==> src/rtl/topk_tracker.sv <==
// Streaming running top-K tracker: holds the K largest samples in a descending register array.
// Optional evicted-value outputs (evict_valid/evict_data) when TOPK_EVICT_OUT_EN is defined.
module topk_tracker #(
  parameter int DATA_WIDTH = 32,
  parameter int K          = 4,
  parameter int UNIQUE     = 1,
  parameter int IDX_W      = $clog2(K) + 1
) (
  input  logic                  clk,
  input  logic                  reset,
  input  logic                  clear,
  input  logic                  din_valid,
  input  logic [DATA_WIDTH-1:0] din,
  input  logic [IDX_W-1:0]      rd_idx,
  output logic [DATA_WIDTH-1:0] dout,
  output logic                  dout_valid,
  output logic [IDX_W-1:0]      occ,
  output logic                  drop
`ifdef TOPK_EVICT_OUT_EN
  ,
  output logic                  evict_valid,
  output logic [DATA_WIDTH-1:0] evict_data
`endif
);

  logic [DATA_WIDTH-1:0] r_slot [K];
  logic [IDX_W-1:0]      r_occ;
  logic                  r_drop;

  logic [K-1:0]          w_gt;
  logic [K-1:0]          w_eq;
  logic [DATA_WIDTH-1:0] w_slot_next [K];
  logic [IDX_W-1:0]      w_p;
  logic                  w_dup;
  logic                  w_full;
  logic                  w_accept;

  genvar gi;
  generate
    for (gi = 0; gi < K; gi++) begin : g_cmp
      logic w_occupied;
      assign w_occupied = (IDX_W'(gi) < r_occ);
      assign w_eq[gi]   = w_occupied && (r_slot[gi] == din);
      if (UNIQUE != 0) begin : g_strict
        assign w_gt[gi] = w_occupied && (r_slot[gi] > din);
      end else begin : g_loose
        // Equal values rank above the newcomer so it lands below existing equals.
        assign w_gt[gi] = w_occupied && (r_slot[gi] >= din);
      end
    end
  endgenerate

  // Slots are sorted, so the compare mask is a prefix and its popcount is the insert position.
  always_comb begin
    w_p = '0;
    for (int i = 0; i < K; i++) begin
      w_p = w_p + IDX_W'(w_gt[i]);
    end
  end

  assign w_dup    = (UNIQUE != 0) && (|w_eq);
  assign w_full   = (w_p == IDX_W'(K));
  assign w_accept = din_valid && !w_dup && !w_full;

  generate
    for (gi = 0; gi < K; gi++) begin : g_next
      if (gi == 0) begin : g_top
        assign w_slot_next[gi] = (w_p == '0) ? din : r_slot[gi];
      end else begin : g_rest
        assign w_slot_next[gi] = (w_p > IDX_W'(gi))  ? r_slot[gi] :
                                 (w_p == IDX_W'(gi)) ? din        : r_slot[gi-1];
      end
    end
  endgenerate

  always_ff @(posedge clk or posedge reset) begin
    if (reset) begin
      for (int i = 0; i < K; i++) r_slot[i] <= '0;
      r_occ  <= '0;
      r_drop <= 1'b0;
    end else if (clear) begin
      for (int i = 0; i < K; i++) r_slot[i] <= '0;
      r_occ  <= '0;
      r_drop <= 1'b0;
    end else begin
      r_drop <= din_valid && !w_accept;
      if (w_accept) begin
        for (int i = 0; i < K; i++) r_slot[i] <= w_slot_next[i];
        if (r_occ != IDX_W'(K)) r_occ <= r_occ + IDX_W'(1);
      end
    end
  end

`ifdef TOPK_EVICT_OUT_EN
  logic                  r_evict_valid;
  logic [DATA_WIDTH-1:0] r_evict_data;

  always_ff @(posedge clk or posedge reset) begin
    if (reset) begin
      r_evict_valid <= 1'b0;
      r_evict_data  <= '0;
    end else if (clear) begin
      r_evict_valid <= 1'b0;
      r_evict_data  <= '0;
    end else begin
      r_evict_valid <= w_accept && (r_occ == IDX_W'(K));
      if (w_accept && (r_occ == IDX_W'(K))) r_evict_data <= r_slot[K-1];
    end
  end

  assign evict_valid = r_evict_valid;
  assign evict_data  = r_evict_data;
`endif

  // Mux by equality so out-of-range rd_idx never indexes the array.
  always_comb begin
    dout       = '0;
    dout_valid = 1'b0;
    for (int i = 0; i < K; i++) begin
      if ((rd_idx == IDX_W'(i)) && (IDX_W'(i) < r_occ)) begin
        dout       = r_slot[i];
        dout_valid = 1'b1;
      end
    end
  end

  assign occ  = r_occ;
  assign drop = r_drop;

endmodule

==> config.mk <==
export PLATFORM = sky130hd
export DESIGN_NAME = topk_tracker
export DESIGN_NICKNAME = d
export VERILOG_FILES = /design/src/rtl/topk_tracker.sv
export SDC_FILE = /design/constraint.sdc
export NUM_CORES = 1
export LEC_CHECK = 0
export CORE_MARGIN = 5
export CORE_UTILIZATION = 55
export CTS_CLUSTER_SIZE = 10
export DETAILED_ROUTE_END_ITERATION = 12
export GPL_TIMING_DRIVEN = 0
export PLACE_DENSITY = 0.85
export SYNTH_ARGS = -nofsm -noshare
export SYNTH_HDL_FRONTEND = slang
export SYNTH_SLANG_ARGS = --single-unit
export TNS_END_PERCENT = 50
==> constraint.sdc <==
create_clock -name clk -period 5.05 [get_ports clk]
set_input_delay 0.505 -clock clk [delete_from_list [all_inputs] [get_ports clk]]
set_output_delay 0.505 -clock clk [all_outputs]
set_load 0.03 [all_outputs]
**After elaboration in Yosys (flattened, before gate mapping)**

Cells that the tools add are included.

- Register bits after elaboration: 132
- Input port bits: 39
- Output and inout port bits: 37
- Word-level logic and storage cells: 86

- Add/sub/neg operators: 4
- $lt $le $gt $ge: 11
- Eq/ne operators: 15
- Mux-type cells: 21
- Reductions and logical operators: 29

Operators with widths:

| kind | number |
|---|---|
| two-way mux 32 bit | 11 |
| two-way mux 128 bit | 2 |
| == test 32 bit | 4 |
| > comparator 32 bit | 4 |
| logical AND 1 bit | 15 |
| == test 3 x 2 -> 1 bit (second input constant) | 4 |
| AND reduction 2 bit | 5 |
| two-way mux 3 bit | 3 |
| == test 3 x 1 -> 1 bit (second input constant) | 2 |
| > comparator 3 x 2 -> 1 bit (second input constant) | 2 |
| zero test 3 bit | 2 |
| < comparator 1 x 3 -> 1 bit (first input constant) | 2 |
| < comparator 2 x 3 -> 1 bit (first input constant) | 2 |
| != test 2 bit (second input constant) | 3 |
| nonzero test 2 bit | 3 |
| two-way mux 1 bit | 5 |
| OR reduction 4 bit | 1 |
| adder 2 x 1 -> 3 bit | 1 |
| adder 3 x 1 -> 3 bit | 1 |
| adder 3 x 1 -> 3 bit (second input constant) | 1 |
| == test 3 bit (second input constant) | 1 |
| > comparator 3 x 1 -> 1 bit (second input constant) | 1 |
| zero test 1 bit | 3 |
| != test 3 bit (second input constant) | 1 |
| adder 1 x 1 -> 2 bit | 1 |

**Logic depth before layout (Yosys ltp)**

- Depth in word-level cells: 11
- Gate-level depth with buffers: 19
- Gate-level depth less buffers: 16

**Worst setup path after synthesis**

Ideal clock, no wire load.

- Kind: input to register
- From: input port din[19]
- To: register r_slot[0] (netlist name)
- Setup time: 0.075 ns
- Arrival time: 4.510 ns
- Required time: 4.975 ns
- Setup slack: 0.465 ns
- Stages: 18
- Path buffers: 2
- Cell sequence: inv_1 > ha_1 > a2111oi_0 > o21ai_0 > a31o_2 > a21oi_1 > nor3_1 > o311a_1 > fa_1 > ha_1 > ha_1 > nor2_1 > a21boi_0 > nand3_1 > or4b_1 > buf_2 > buf_6 > o2bb2ai_2

- Cells in the longest elaborated chain, start to end: 10
- Elaborated cells on any way between the ends: 34
- Those cells by class: 3 x add/sub; 5 x order compare; 7 x eq/ne; 4 x mux; 15 x reduce/logical

Ends and longest elaborated chain:

| item | line | text |
|---|---|---|
| from (decl) | 13 | `input logic [DATA_WIDTH-1:0] din,` |
| > comparator 32 bit | 45 | `assign w_gt[gi] = w_occupied && (r_slot[gi] > din);` |
| logical AND 1 bit | 45 |  |
| adder 1 x 1 -> 2 bit | 57 | `w_p = w_p + IDX_W'(w_gt[i]);` |
| adder 2 x 1 -> 3 bit | 57 |  |
| adder 3 x 1 -> 3 bit | 57 |  |
| == test 3 x 2 -> 1 bit or == test 3 bit (tied branches) | 71, 62 |  |
| two-way mux 32 bit or zero test 1 bit (tied branches) | 71, 63 |  |
| two-way mux 32 bit or logical AND 1 bit (tied branches) | 70, 63 |  |
| two-way mux 128 bit or nonzero test 2 bit (tied branches) | n/a |  |
| two-way mux 128 bit or AND reduction 2 bit (tied branches) | n/a |  |
| to (decl) | 26 | `logic [DATA_WIDTH-1:0] r_slot [K];` |

Parallel ways exist; a longest one is shown, timed or not. The select of a mux whose other input is x is not followed.
A chain may end at the register's enable or synchronous reset.

**Worst setup path after layout**

- From: input port din[9]
- To: register r_slot[26] (netlist name)

The elaborated chain is that of the path after synthesis.

==> flow_summary.toml <==
[cts]
htree_levels = 4
worstSkewPairLatency_ns = 0.45
clkSlewWorstSetupHoldPaths_ns = 0.06
ctsHoldBuffers = 0
cts_tree = "yes"
cts_buffer_depth = 2
cts_made_buffers = 17
clock_tree.root_cell = "sky130_fd_sc_hd__clkbuf_16"
cts_num_sinks = 132

[routing]
detail_route.iter0.violations = 1379
postRouteWirelength_um = 34800
route.detailed.vias_per_inst = 7.04
dr_total_vias = 9742
ant_nets = 0
drt_pre_antenna_iters = 13
drt-wirelength-per-cell_um = 25.2
drcViolationCount = 0

[worst_setup_path]
crit_path_max_fanout = 10
critical_path.startpoint_type = "input pin"
cp_data_required_time_ns = 5.42
path_delay_family = "compound AO/OA/AOI/OAI gates"
cp_data_arrival_time_ns = 5.27
cp_slowest_cell = "sky130_fd_sc_hd__clkbuf_1"
worstSetupPathType = "in -> reg"
critical_path_buf_inv_count = 3
critPathCaptureType = "flip-flop"
critical_path.max_stage_delay_ns = 0.58
crit_chain = "clkdlybuf4s50_1 -> inv_1 -> ha_1 -> a21o_1 -> nand3_1 -> a21oi_1 -> a2111oi_4 -> a21oi_1 -> o311a_1 -> fa_1 -> ha_1 -> ha_1 -> nand3b_1 -> clkbuf_1 -> a21oi_1 -> o2bb2ai_2"

[layout]
finish.net_count = 1315
mostFrequentLayoutCell = "sky130_fd_sc_hd__a21oi_1"
area_delta_synth_final_pct = 17.2
share_of_layout_cells_above_drive_strength_1 = 0.144
antenna-diode-count = 0
final_cell_mix = "173 x sky130_fd_sc_hd__a21oi_1, 133 x sky130_fd_sc_hd__ha_1, 132 x sky130_fd_sc_hd__dfrtp_1, 80 x sky130_fd_sc_hd__nor2_1, 72 x sky130_fd_sc_hd__clkdlybuf4s50_1"

[yosys]
synthesis.nets = 1218
netlist_instances = 1044
synth_register_bits = 132
seq_area_frac_synth = 0.319
synth-main-ff-cell = "sky130_fd_sc_hd__dfrtp_1"
syn_area_per_cell_sq_um = 9.90
syn-cell-area_sq_um = 10300
synth_enable_flop_cells = 0
ys_types = 64
yosysWarnings = 0
async_flop_share = 1.00

[min_path]
worst_hold_path_type = "in -> reg"

[timing]
final_skew_ns = 0.0105
tightest_slew_ns = 1.50
setup_viol_count_final = 0
achievable-frequency_ghz = 0.204
finalWorstSetupSlack_ns = 0.146
hold_viol = 0
timing.final.crit_share = 0.971
finalWorstPathRequiredPeriod_ns = 4.90
finalSetupTns_ns = 0
count_of_pins_over_their_slew_limit = 7
max_slew_margin = -0.0163

[die]
die-area_sq_um = 21600
initial_utilization = 0.556
std_cell_rows = 50
number_of_primary_i_o_pins = 76
floorplan.core_area_sq_um = 18600
die_x_um = 147
die_height_um = 147

[flow_run]
maxCapViolCount = 2

[global_routing]
number_of_global_route_vias_before_repair = 9701
groute.layer.met1.usage = 0.426
grt_first_pass_wirelength_um = 54400
global_route.usage.total = 0.320
grt_use_met2 = 0.500
grt_most_used_layer = "met2"
overflow = 0
global_route.usage.met3 = 0.0703
grt_max_degree = 75
number_of_antenna_violations_at_the_first_check_in_global_routing = 0

[power]
power-per-cell-area_nw_per_um2 = 249
power.total_uw = 3020
power.leakage_uw = 0.00542
power.ir.vdd_worst_uv = 270

[run_status]
status = "finished with violations"
violations = "capacitance limit, slew limit"

[place]
hpwlAfterDp_um = 24500
finalWeightedCongestion = 0.950
dp_worst_setup_slack_ns = -0.948
place.port_buffers = 75
==> through the flow <==
| step | utilization | area, sq um | std cells | hold WS, ns |
|---|---|---|---|---|
| after floorplan | - | 10300 | 1044 | 0.482 |
| after global placement | 0.613 | 11400 | 1353 | 0.510 |
| after detailed placement | 0.614 | 11400 | 1354 | 0.512 |
| after CTS | 0.647 | 12000 | 1380 | 0.531 |
| after global routing | 0.652 | 12100 | 1383 | 0.449 |
| final | 0.652 | 12100 | 1383 | 0.414 |
==> synth_stat cells (10+ instances only) <==
master                      count  area, sq um
sky130_fd_sc_hd__a21oi_1      174          871
sky130_fd_sc_hd__ha_1         134         1680
sky130_fd_sc_hd__dfrtp_1      132         3300
sky130_fd_sc_hd__nor2_1        80          300
sky130_fd_sc_hd__mux2i_1       64          641
sky130_fd_sc_hd__clkbuf_1      51          191
sky130_fd_sc_hd__inv_1         45          169
sky130_fd_sc_hd__a211oi_2      35          438
sky130_fd_sc_hd__a211oi_1      32          240
sky130_fd_sc_hd__a222oi_1      32          320
sky130_fd_sc_hd__a22o_1        32          280
sky130_fd_sc_hd__o2bb2ai_2     30          450
sky130_fd_sc_hd__nand4_1       26          163
sky130_fd_sc_hd__nand2_1       23         86.3
sky130_fd_sc_hd__a21o_1        20          150
sky130_fd_sc_hd__o21ai_0       18         90.1
sky130_fd_sc_hd__buf_6         13          146
sky130_fd_sc_hd__buf_2         10         50.1
==> final timing paths <==
path	startpoint	to	slack [ns]	cells past startpoint
max	din[9]	r_slot[26]	0.15	16
min	din[13]	r_slot[109]	0.41	2
max reg2reg	r_slot[19]	r_slot[26]	0.35	14
min reg2reg	r_slot[20]	r_slot[20]	0.53	1
max in group asynchronous	reset	r_slot[93]	3.72	3
min in group asynchronous	reset	r_slot[49]	0.52	2
==> power breakdown <==
| group | internal [uW] | switching [uW] |
|---|---|---|
| clock | 699 | 477 |
| sequential | 1120 | 87.4 |
| combinational | 258 | 380 |
| total | 2080 | 944 |
==> kinds of logic after synthesis <==
group,after synthesis,synth area share
AOI/OAI and AO/OA,404,0.302
adders and majority gates,135,0.164
buffers and inverters,124,0.0571
DFF,132,0.319
muxes,65,0.0631
and+or+nand+nor,184,0.0946
==> registers in the layout, indices dropped and copies added (netlist names) <==
name and flops:
r_slot 128, occ 3, drop 1
==> worst register-to-register path: stages (launching register included) <==
cell                        delay (ns)
sky130_fd_sc_hd__dfrtp_1          0.41
sky130_fd_sc_hd__ha_1             0.34
sky130_fd_sc_hd__a2111oi_2        0.37
sky130_fd_sc_hd__o21ai_0          0.15
sky130_fd_sc_hd__a31o_2           0.28
sky130_fd_sc_hd__a21oi_2          0.18
sky130_fd_sc_hd__nor3_1           0.07
sky130_fd_sc_hd__o311a_1          0.34
sky130_fd_sc_hd__fa_1             0.55
sky130_fd_sc_hd__ha_1             0.25
sky130_fd_sc_hd__ha_1             0.29
sky130_fd_sc_hd__nand3b_1         0.50
sky130_fd_sc_hd__clkbuf_1         0.58
sky130_fd_sc_hd__a21oi_1          0.17
sky130_fd_sc_hd__o2bb2ai_2        0.16
==> cell type report <==
type                       count  area (sq um)
buffer                        78           467
timing repair buffer          79           808
inverter                      45           174
sequential                   132          3300
tap                          234           293
clock buffer                  22           474
multi-input combinational    788          6540
clock inverter                 5          55.1
fill                        1475          6460
==> timing repair <==
action                                 4_1_cts  5_1_grt
buffers inserted                             0        3
pin swaps                                    0        5
cloned                                       0        0
endpoints found under the hold margin        0        0
setup endpoints to repair                  127      124
gates resized for setup                     33       24
==> layer usage <==
layer | routed length (um) | share of wire
met2 | 15800 | 0.45
met5 | 0 | 0
met3 | 3710 | 0.11
met4 | 1650 | 0.047
met1 | 13700 | 0.39
Note: power is estimated with default switching activity, not from simulation.
